--- config.mk ---
export PLATFORM = sky130hd
export DESIGN_NAME = ll_multi_queue_engine
export DESIGN_NICKNAME = d
export VERILOG_FILES = /design/src/rtl/ll_multi_queue_engine.sv
export SDC_FILE = /design/constraint.sdc
export NUM_CORES = 1
export LEC_CHECK = 0
export CAP_MARGIN = 10
export CORE_AREA = 5 5 167 169
export CTS_CLUSTER_SIZE = 12
export DETAILED_ROUTE_END_ITERATION = 10
export DIE_AREA = 0 0 172 174
export PLACE_DENSITY_LB_ADDON = 0.05
export SKIP_LAST_GASP = 1
export SLEW_MARGIN = 0
export SYNTH_ARGS = -nofsm -noshare
export SYNTH_HDL_FRONTEND = slang
export SYNTH_SLANG_ARGS = --single-unit
--- constraint.sdc ---
create_clock -name clk_i -period 11.1 [get_ports clk_i]
set_input_delay 2.22 -clock clk_i [delete_from_list [all_inputs] [get_ports clk_i]]
set_output_delay 2.22 -clock clk_i [all_outputs]
set_load 0.02 [all_outputs]
--- src/rtl/ll_multi_queue_engine.sv ---
// Linked-list queue engine: NUM_LL FIFO lists threaded through one shared node
// pool, with an on-chip free list built by a walk after reset.
module ll_multi_queue_engine #(
    parameter int unsigned DATA_WIDTH = 8,
    parameter int unsigned NODE_DEPTH = 16,
    parameter int unsigned NUM_LL     = 4,
    localparam int unsigned PTR_W     = $clog2(NODE_DEPTH),
    localparam int unsigned LL_W      = (NUM_LL > 1) ? $clog2(NUM_LL) : 1,
    localparam int unsigned CNT_W     = $clog2(NODE_DEPTH + 1)
) (
    input  logic                  clk_i,
    input  logic                  reset_i,
    input  logic                  req_vld_i,
    output logic                  req_ready_o,
    input  logic [1:0]            req_op_i,
    input  logic [LL_W-1:0]       req_ll_num_i,
    input  logic [DATA_WIDTH-1:0] req_data_i,
    output logic                  resp_vld_o,
    input  logic                  resp_rdy_i,
    output logic [DATA_WIDTH-1:0] resp_data_o,
    output logic [1:0]            resp_err_o,
    output logic [LL_W-1:0]       resp_ll_num_o,
    output logic [CNT_W-1:0]      resp_node_cnt_o,
    output logic [CNT_W-1:0]      free_cnt_o,
    output logic                  init_done_o
);

    localparam logic [1:0] OP_PUSH  = 2'd0;
    localparam logic [1:0] OP_POP   = 2'd1;
    localparam logic [1:0] OP_PEEK  = 2'd2;
    localparam logic [1:0] OP_FLUSH = 2'd3;

    localparam logic [1:0] ERR_OK     = 2'd0;
    localparam logic [1:0] ERR_EMPTY  = 2'd1;
    localparam logic [1:0] ERR_FULL   = 2'd2;
    localparam logic [1:0] ERR_BAD_LL = 2'd3;

    typedef enum logic [1:0] {S_INIT, S_IDLE, S_EXEC, S_RESP} state_e;

    state_e                state_q, state_d;
    logic [PTR_W-1:0]      init_idx_q, init_idx_d;
    logic [PTR_W-1:0]      free_hd_q, free_hd_d;
    logic [CNT_W-1:0]      free_cnt_q, free_cnt_d;
    logic                  init_done_q, init_done_d;
    logic [PTR_W-1:0]      head_q [NUM_LL];
    logic [PTR_W-1:0]      head_d [NUM_LL];
    logic [PTR_W-1:0]      tail_q [NUM_LL];
    logic [PTR_W-1:0]      tail_d [NUM_LL];
    logic [CNT_W-1:0]      cnt_q  [NUM_LL];
    logic [CNT_W-1:0]      cnt_d  [NUM_LL];
    logic [1:0]            op_q, op_d;
    logic [LL_W-1:0]       op_ll_q, op_ll_d;
    logic [DATA_WIDTH-1:0] op_data_q, op_data_d;
    logic                  resp_vld_q, resp_vld_d;
    logic [DATA_WIDTH-1:0] resp_data_q, resp_data_d;
    logic [1:0]            resp_err_q, resp_err_d;
    logic [LL_W-1:0]       resp_ll_q, resp_ll_d;
    logic [CNT_W-1:0]      resp_cnt_q, resp_cnt_d;

    logic [DATA_WIDTH-1:0] data_mem [NODE_DEPTH];
    logic [PTR_W-1:0]      nxt_mem  [NODE_DEPTH];
    logic                  nxt_we, dat_we;
    logic [PTR_W-1:0]      nxt_wa, nxt_wd;
    logic                  ll_ok;
    logic [LL_W-1:0]       ll_idx;
    logic                  init_last;

    assign init_last = (init_idx_q == PTR_W'(NODE_DEPTH - 1));
    assign ll_ok     = (32'(op_ll_q) < NUM_LL);
    assign ll_idx    = ll_ok ? op_ll_q : '0;

    // FSM state register
    always_ff @(posedge clk_i or posedge reset_i) begin
        if (reset_i) state_q <= S_INIT;
        else         state_q <= state_d;
    end

    // FSM next-state
    always_comb begin
        state_d = state_q;
        case (state_q)
            S_INIT: if (init_last)  state_d = S_IDLE;
            S_IDLE: if (req_vld_i)  state_d = S_EXEC;
            S_EXEC:                 state_d = S_RESP;
            S_RESP: if (resp_rdy_i) state_d = S_IDLE;
            default:                state_d = S_INIT;
        endcase
    end

    // FSM outputs: the engine accepts only while idle
    always_comb begin
        req_ready_o = (state_q == S_IDLE);
    end

    // List manipulation: every read sees pre-op values, every update lands at EXEC exit
    always_comb begin
        init_idx_d  = init_idx_q;
        free_hd_d   = free_hd_q;
        free_cnt_d  = free_cnt_q;
        init_done_d = init_done_q;
        head_d      = head_q;
        tail_d      = tail_q;
        cnt_d       = cnt_q;
        op_d        = op_q;
        op_ll_d     = op_ll_q;
        op_data_d   = op_data_q;
        resp_vld_d  = resp_vld_q;
        resp_data_d = resp_data_q;
        resp_err_d  = resp_err_q;
        resp_ll_d   = resp_ll_q;
        resp_cnt_d  = resp_cnt_q;
        nxt_we      = 1'b0;
        nxt_wa      = '0;
        nxt_wd      = '0;
        dat_we      = 1'b0;
        case (state_q)
            S_INIT: begin
                nxt_we     = 1'b1;
                nxt_wa     = init_idx_q;
                nxt_wd     = init_idx_q + PTR_W'(1);
                init_idx_d = init_idx_q + PTR_W'(1);
                if (init_last) begin
                    free_hd_d   = '0;
                    free_cnt_d  = CNT_W'(NODE_DEPTH);
                    init_done_d = 1'b1;
                end
            end
            S_IDLE: begin
                if (req_vld_i) begin
                    op_d      = req_op_i;
                    op_ll_d   = req_ll_num_i;
                    op_data_d = req_data_i;
                end
            end
            S_EXEC: begin
                resp_vld_d  = 1'b1;
                resp_ll_d   = op_ll_q;
                resp_data_d = '0;
                resp_err_d  = ERR_OK;
                resp_cnt_d  = '0;
                if (!ll_ok) begin
                    resp_err_d = ERR_BAD_LL;
                end else begin
                    case (op_q)
                        OP_PUSH: begin
                            if (free_cnt_q == '0) begin
                                resp_err_d = ERR_FULL;
                            end else begin
                                dat_we    = 1'b1;
                                free_hd_d = nxt_mem[free_hd_q];
                                if (cnt_q[ll_idx] == '0) begin
                                    head_d[ll_idx] = free_hd_q;
                                end else begin
                                    nxt_we = 1'b1;
                                    nxt_wa = tail_q[ll_idx];
                                    nxt_wd = free_hd_q;
                                end
                                tail_d[ll_idx] = free_hd_q;
                                cnt_d[ll_idx]  = cnt_q[ll_idx] + CNT_W'(1);
                                free_cnt_d     = free_cnt_q - CNT_W'(1);
                            end
                        end
                        OP_POP: begin
                            if (cnt_q[ll_idx] == '0) begin
                                resp_err_d = ERR_EMPTY;
                            end else begin
                                resp_data_d    = data_mem[head_q[ll_idx]];
                                head_d[ll_idx] = nxt_mem[head_q[ll_idx]];
                                nxt_we         = 1'b1;
                                nxt_wa         = head_q[ll_idx];
                                nxt_wd         = free_hd_q;
                                free_hd_d      = head_q[ll_idx];
                                cnt_d[ll_idx]  = cnt_q[ll_idx] - CNT_W'(1);
                                free_cnt_d     = free_cnt_q + CNT_W'(1);
                            end
                        end
                        OP_PEEK: begin
                            if (cnt_q[ll_idx] == '0) resp_err_d  = ERR_EMPTY;
                            else                     resp_data_d = data_mem[head_q[ll_idx]];
                        end
                        OP_FLUSH: begin
                            // whole list spliced in front of the free list in one write
                            if (cnt_q[ll_idx] != '0) begin
                                nxt_we        = 1'b1;
                                nxt_wa        = tail_q[ll_idx];
                                nxt_wd        = free_hd_q;
                                free_hd_d     = head_q[ll_idx];
                                free_cnt_d    = free_cnt_q + cnt_q[ll_idx];
                                cnt_d[ll_idx] = '0;
                            end
                        end
                        default: ;
                    endcase
                    resp_cnt_d = cnt_d[ll_idx];
                end
            end
            S_RESP: begin
                if (resp_rdy_i) resp_vld_d = 1'b0;
            end
            default: ;
        endcase
    end

    // Control and list registers
    always_ff @(posedge clk_i or posedge reset_i) begin
        if (reset_i) begin
            init_idx_q  <= '0;
            free_hd_q   <= '0;
            free_cnt_q  <= '0;
            init_done_q <= 1'b0;
            for (int i = 0; i < int'(NUM_LL); i++) begin
                head_q[i] <= '0;
                tail_q[i] <= '0;
                cnt_q[i]  <= '0;
            end
            op_q        <= '0;
            op_ll_q     <= '0;
            op_data_q   <= '0;
            resp_vld_q  <= 1'b0;
            resp_data_q <= '0;
            resp_err_q  <= '0;
            resp_ll_q   <= '0;
            resp_cnt_q  <= '0;
        end else begin
            init_idx_q  <= init_idx_d;
            free_hd_q   <= free_hd_d;
            free_cnt_q  <= free_cnt_d;
            init_done_q <= init_done_d;
            head_q      <= head_d;
            tail_q      <= tail_d;
            cnt_q       <= cnt_d;
            op_q        <= op_d;
            op_ll_q     <= op_ll_d;
            op_data_q   <= op_data_d;
            resp_vld_q  <= resp_vld_d;
            resp_data_q <= resp_data_d;
            resp_err_q  <= resp_err_d;
            resp_ll_q   <= resp_ll_d;
            resp_cnt_q  <= resp_cnt_d;
        end
    end

    // Node pool storage (payload and next pointers), not reset
    always_ff @(posedge clk_i) begin
        if (dat_we) data_mem[free_hd_q] <= op_data_q;
        if (nxt_we) nxt_mem[nxt_wa]     <= nxt_wd;
    end

    assign resp_vld_o      = resp_vld_q;
    assign resp_data_o     = resp_data_q;
    assign resp_err_o      = resp_err_q;
    assign resp_ll_num_o   = resp_ll_q;
    assign resp_node_cnt_o = resp_cnt_q;
    assign free_cnt_o      = free_cnt_q;
    assign init_done_o     = init_done_q;

endmodule

==> results of run 1 <==
stage by stage:
stage               setup WS (ns)  power (W)
floorplan                    6.32    0.00261
global placement             6.97    0.00308
detailed placement           6.83    0.00309
CTS                          6.79    0.00405
global route                 6.48    0.00425
finish                       6.83    0.00402
area by class of cell:
type | count | area, um2
clock inverters | 6 | 26.3
flip-flops and latches | 290 | 8220
clock buffers | 50 | 910
inverters | 17 | 66.3
fillers | 2178 | 11100
repair buffers | 65 | 588
multi-input cells | 619 | 5120
well taps | 341 | 427
where the power goes:
group          switching [W]  total, W  internal, W  leakage (nW)
Combinational       0.000896   0.00149     0.000593          1.95
Clock               0.000397  0.000951     0.000554         0.455
Sequential          0.000186   0.00158      0.00140          3.03
worst reg2reg max path, delay by kind of cell (launching register included):
kind                     cells  cell delay (ns)
flip-flops                   1             0.32
AND/OR/NAND/NOR              3             1.23
AO/OA/AOI/OAI                3             0.95
multiplexers                 1             0.68
buffers and inverters        2             0.51
adder cells (fa/ha/maj)      1             0.21
worst max path at each step:
stage                          endpoint  slack (ns)  depth (start not counted)
after floorplan                cnt_q[0]        6.32                          1
after CTS                 nxt_mem[0][0]        6.79                         10
after global routing      nxt_mem[0][2]        6.48                         10
after detailed placement  nxt_mem[0][2]        6.83                         10
final                     nxt_mem[0][0]        6.83                         10
after global placement    nxt_mem[0][1]        6.97                         10
sequential cells by signal, indices dropped and copies added, names as in the netlist, 5 cells and up:
signal / flops
resp_data_o: 8
nxt_mem: 64
op_data_q: 8
data_mem: 128
cnt_q: 20
head_q: 16
free_cnt_o: 5
tail_q: 16
resp_node_cnt_o: 5
layer usage:
layer	track usage [%]	vias to the layer above	wire length, um
met3	2.73	35	1520
met4	4.09	0	476
met5	0	-	0
li1	-	3890	-
met2	35.5	214	16000
met1	31.5	4366	14400
layout by cell type (no fill, tap or decap), types with 9 or more instances in the layout:
cell / n
mux4_2: 32
o21ai_0: 22
mux2_2: 82
clkbuf_1: 15
nor2_1: 45
ha_1: 17
dfrtp_1: 98
buf_4: 25
clkbuf_16: 33
a22o_1: 23
inv_1: 14
nand4_1: 11
nand2_1: 102
nand3_1: 19
o211ai_1: 37
a32o_1: 9
clkdlybuf4s50_1: 40
edfxtp_1: 192
nor3_1: 14
mux2i_1: 72
a21oi_1: 15
nor2b_1: 9
kinds of logic after synthesis:
group | count (synthesis) | share of synthesized area (%)
compound gates | 168 | 9.58
xor+xnor | 10 | 0.640
fa+ha+maj | 18 | 1.70
buf+inv | 78 | 2.53
flops | 290 | 60.1
mux | 187 | 17.4
simple gates | 236 | 8.05
==> impl_metrics.py, run 1 <==
metrics = {
    "timing": {
        "holdWs_ns": 0.476,
        "setup_violations": 0,
        "max_freq_ghz": 0.234,
        "tightest_slew_ns": 1.00,
        "slew_headroom_pct": 33.0,
        "rsz0062_at_grt": "false",
        "finalHoldViolCount": 0,
        "min_period_ns": 4.27,
        "tns_ns": 0,
        "fin_worst_skew_ns": 0.00678,
        "drv_slew": 0,
        "fin_crit_sh_pct": 38.4,
    },
    "critical_path": {
        "crit_start": "ll_idx[1]",
        "critical_path.max_stage_delay_ns": 0.75,
        "worstPathArrival_ns": 4.44,
        "cpMaxStageDelayCell": "nor4_1",
        "reg2reg_from": "ll_idx[1]",
        "r2r_end": "nxt_mem[0][0]",
        "path_cells": "buf_4 > mux4_2 > inv_1 > ha_1 > nand2_1 > a2111oi_4 > o21ba_4 > a211oi_1 > or2_1 > nor4_1",
        "start_kind": "flop",
        "critPathCaptureType": "flop",
        "worst-setup-path-type": "flop to flop",
        "path_max_fanout": 31,
        "cp_top_family": "simple AND/OR/NAND/NOR gates",
        "r2r_slack_ns": 6.83,
        "critPathRequiredTime_ns": 11.27,
        "cp_num_buf_inv": 2,
        "r2r_cells": 10,
    },
    "drt": {
        "vias": 8505,
        "drt_drc_violations_left": 0,
        "vias_per_cell": 6.13,
        "drtAntennaViolNets": 0,
        "totalWireLength_um": 32400,
        "drt_iter0_markers": 778,
        "first_pass_iters": 5,
        "wl_per_cell_um": 23.3,
    },
    "floorplanning": {
        "std_cell_rows": 60,
        "core_um2": 26400,
        "die_w_um": 172,
        "die_area_um2": 29900,
        "initial_core_util_pct": 51.8,
        "ios": 41,
        "die_h_um": 174,
    },
    "clocking": {
        "clk_pin_slew_ns": 0.06,
        "cts_resized": 0,
        "clk_latency_ns": 0.55,
        "cts-buffers-inserted": 30,
        "cts_tree": "built",
        "post-cts-setup-buffers": 0,
        "cts.htree.levels": 1,
        "ctsHoldBuffers": 0,
        "cts_root_buffer": "clkbuf_16",
        "cts_buffer_depth": 3,
        "clock_sinks": 290,
    },
    "placement": {
        "portBuffers": 40,
        "globalplace.congestion": 0.867,
        "dp_hpwl_um": 21700,
        "dpl-instance-area_um2": 14400,
        "placedCellCount": 1332,
    },
    "finish": {
        "nets": 1057,
        "num_antenna_cells": 0,
        "fin_cells": 1388,
        "fin_area_um2": 15400,
        "utilization_pct": 58.1,
        "area_delta_synth_final_pct": 12.2,
        "drive_gt1_share_pct": 18.2,
    },
    "outcome": {
        "status": "finished, final reports clean",
    },
    "synth": {
        "synth_top_area_share_pct": 42.1,
        "synth_top_area_cell": "edfxtp_1",
        "yosysMostFrequentCell": "edfxtp_1",
        "ys.flop_type": "edfxtp_1",
        "synth_area_um2": 13700,
        "yosys-top-cells-count": "192 x edfxtp_1, 102 x nand2_1, 98 x dfrtp_1",
        "synth.avg_cell_area_um2": 13.9,
        "syn-num-nets": 1021,
        "syn_inst": 987,
        "async_flop_share_pct": 33.8,
        "synth_edf_count": 192,
        "ys_warn_count": 0,
        "synth_cell_types": 70,
        "ys_top_cells_by_area": "edfxtp_1 42%, dfrtp_1 18%, mux2_2 6.7%, mux4_2 5.4%, mux2i_1 5.3%",
        "ys_seq_elements": 290,
        "ys_seq_area_share_pct": 60.1,
    },
    "min_path": {
        "hold_path_end": "init_done_o",
        "hold_path_class": "flop to flop",
        "min_path_cells": 1,
        "holdCritStartpoint": "init_done_o",
    },
    "power": {
        "powerDensity_nw_per_um2": 262,
        "leakagePower_nw": 5.43,
        "peakVddDrop_v": 0.000180,
    },
    "global_route": {
        "antenna_found_initial": 0,
        "grt_pass1_wl_um": 50900,
        "grt_util_all_layers_pct": 21.7,
        "first_global_vias": 8646,
        "grt_max_degree": 69,
        "grt_remaining_overflow": 0,
    },
    "run": {
        "cap_violations": 0,
    },
}
No activity file was read; power rests on OpenSTA's default activity.
==> run 2, diff against run 1 <==
- clock period: 11.1 -> 3.83 ns (I/O delays scaled with it)
==> run 2 against run 1 <==
Net effect:
- clock skew up 0.0060 ns
- worst setup slack got worse by 6.6 ns
- sequential power rose to 2.9 times the previous value
- utilization up 0.93 points
- highest routed layer unchanged
- largest power group unchanged
- first-iteration DRC count is 2.1% higher
- global-route usage up 0.30 points
- hold slack worse by 0.0063 ns
- final cell count is 1.7% higher
- die area unchanged
==> impl_metrics.py, run 2 (synthesized netlist as in run 1, its figures left out) <==
metrics = {
    "power": {
        "p_int_w": 0.00755,
        "sw_frac_of_total_pct": 36.7,
        "p_switching_w": 0.00438,
        "clockPowerShare_pct": 24.1,
        "p_total_w": 0.0119,
        "peakVddDrop_v": 0.000582,
        "pwr-share-seq_pct": 38.5,
        "powerDensity_nw_per_um2": 764,
        "p_comb_share_pct": 37.4,
        "leakagePower_nw": 5.57,
    },
    "finish": {
        "area_delta_synth_final_pct": 14.0,
        "num_antenna_cells": 0,
        "largest_reg_flops": 128,
        "reg.largest.list": "data_mem (128), nxt_mem (64), cnt_q (20)",
        "largest-register": "data_mem",
        "fin_cells": 1411,
        "nets": 1079,
        "layout_commonest_cell": "edfxtp_1",
        "drive_gt1_share_pct": 20.2,
        "fillCellCount": 2112,
        "final_cell_mix": "192 x edfxtp_1, 102 x nand2_1, 98 x dfrtp_1",
    },
    "timing": {
        "drv_slew": 0,
        "setup_ws_ns": 0.217,
        "finalHoldViolCount": 0,
        "min_period_ns": 3.61,
        "rsz0062_at_grt": "false",
        "tns_ns": 0,
        "tightest_slew_ns": 0.956,
        "slew_headroom_pct": 36.0,
        "setup_violations": 0,
        "max_freq_ghz": 0.277,
        "fin_worst_skew_ns": 0.0127,
        "fin_crit_sh_pct": 94.3,
    },
    "drt": {
        "drt_iter0_markers": 794,
        "wl_met2_um": 16100,
        "wl_met3_um": 1820,
        "drtAntennaViolNets": 0,
        "totalWireLength_um": 32900,
        "vias": 8652,
        "first_pass_iters": 6,
        "drt_drc_violations_left": 0,
        "vias_per_cell": 6.13,
        "wl_per_cell_um": 23.3,
        "wl_met1_um": 14200,
        "top_layer_used": "met4",
    },
    "floorplanning": {
        "die_area_um2": 29900,
        "die_w_um": 172,
        "die_h_um": 174,
        "std_cell_rows": 60,
        "core_um2": 26400,
        "initial_core_util_pct": 51.8,
        "ios": 41,
    },
    "clocking": {
        "clk_latency_ns": 0.56,
        "cts_buffer_depth": 3,
        "cts_tree": "built",
        "cts_root_buffer": "clkbuf_16",
        "ctsHoldBuffers": 0,
        "clk_pin_slew_ns": 0.06,
        "cts-buffers-inserted": 31,
        "cts.htree.levels": 1,
        "clock_sinks": 290,
    },
    "global_route": {
        "first_global_vias": 8804,
        "grt_max_degree": 99,
        "grt_remaining_overflow": 0,
        "grt_util_all_layers_pct": 22.0,
        "grt_pass1_wl_um": 51200,
        "antenna_found_initial": 0,
    },
    "placement": {
        "dp_slack_ns": 0.198,
        "dp_hpwl_um": 22000,
        "placedCellCount": 1353,
        "portBuffers": 40,
        "globalplace.congestion": 0.917,
    },
    "min_path": {
        "hold_path_class": "flop to flop",
    },
    "critical_path": {
        "endpoint": "nxt_mem[1][1]",
        "path_max_fanout": 14,
        "reg2reg_from": "ll_idx[0]",
        "r2r_cells": 9,
        "critPathCaptureType": "flop",
        "worst-setup-path-type": "flop to flop",
        "worstPathArrival_ns": 3.81,
        "start_kind": "flop",
        "r2r_slack_ns": 0.22,
        "critPathRequiredTime_ns": 4.03,
        "r2r_end": "nxt_mem[1][1]",
        "crit_start": "ll_idx[0]",
    },
    "outcome": {
        "status": "finished, final reports clean",
    },
    "run": {
        "cap_violations": 0,
    },
}
run 2: cell types whose count changed in the layout (fill, tap and decap cells not counted):
cell        previous run  this run
buf_4                 25        43
buf_12                 0         3
bufinv_16              0         2
clkbuf_16             33        31
a2111oi_2              1         0
a2111oi_4              1         2
clkbuf_1              15        14
clkbuf_8               2         3
clkinv_1               5         4
clkinvlp_4             0         1
inv_4                  1         2
inv_6                  0         1
run 2: power groups by stage:
stage	Combinational (W)	Clock, W	Sequential, W
after floorplan	0.00301	0	0.00454
after global placement	0.00440	0	0.00465
after detailed placement	0.00442	0	0.00466
after CTS	0.00444	0.00293	0.00460
after global routing	0.00480	0.00307	0.00467
final	0.00446	0.00287	0.00460
run 2: repair_timing:
action | 4_1_cts | 5_1_grt
setup buffers | 0 | 0
setup endpoints to repair | 0 | 4
endpoints found under the hold margin | 0 | 0
gates resized for setup | 0 | 1
run 2: how the worst min path moves through the flow:
stage | cells after the start | to | slack, ns | from
after global placement | 1 | init_done_o | 0.45 | init_done_o
after CTS | 1 | init_done_o | 0.48 | init_done_o
after global routing | 1 | cnt_q[10] | 0.51 | cnt_q[10]
after detailed placement | 1 | init_done_o | 0.46 | init_done_o
after floorplan | 1 | cnt_q[10] | 0.46 | cnt_q[10]
final | 1 | init_done_o | 0.47 | init_done_o
run 2: final cells by class:
| type | instances | area (um2) | share of cell area (%) |
|---|---|---|---|
| sequential | 290 | 8220 | 52.7 |
| multi-input combinational | 619 | 5130 | 32.9 |
| clock buffer | 48 | 870 | 5.57 |
| timing repair buffer | 86 | 783 | 5.02 |
| tap | 341 | 427 | 2.73 |
| clock inverter | 10 | 105 | 0.674 |
| inverter | 17 | 66.3 | 0.425 |
run 2: per-layer routing:
layer  vias up  GRT usage (%)
li1       3922              -
met1      4388           31.2
met2       284           35.8
met3        58           3.34
met4         0           5.40
met5         -              0
run 2: stage by stage:
| step | instance area (um2) | util [%] | hold slack [ns] |
|---|---|---|---|
| floorplan | 13700 | - | 0.461 |
| global placement | 14600 | 55.3 | 0.451 |
| CTS | 15600 | 59.0 | 0.478 |
| finish | 15600 | 59.0 | 0.470 |
| global route | 15600 | 59.0 | 0.510 |
| detailed placement | 14600 | 55.3 | 0.458 |
run 2: worst max-delay path, stage by stage, from the launching register on:
cell and delay, ns:
dfrtp_1 0.41, mux4_2 0.58, inv_1 0.08, ha_1 0.22, nand2_1 0.11, a2111oi_4 0.49, o21ba_4 0.34, a211oi_1 0.11
or2_1 0.40, nor4_2 0.51
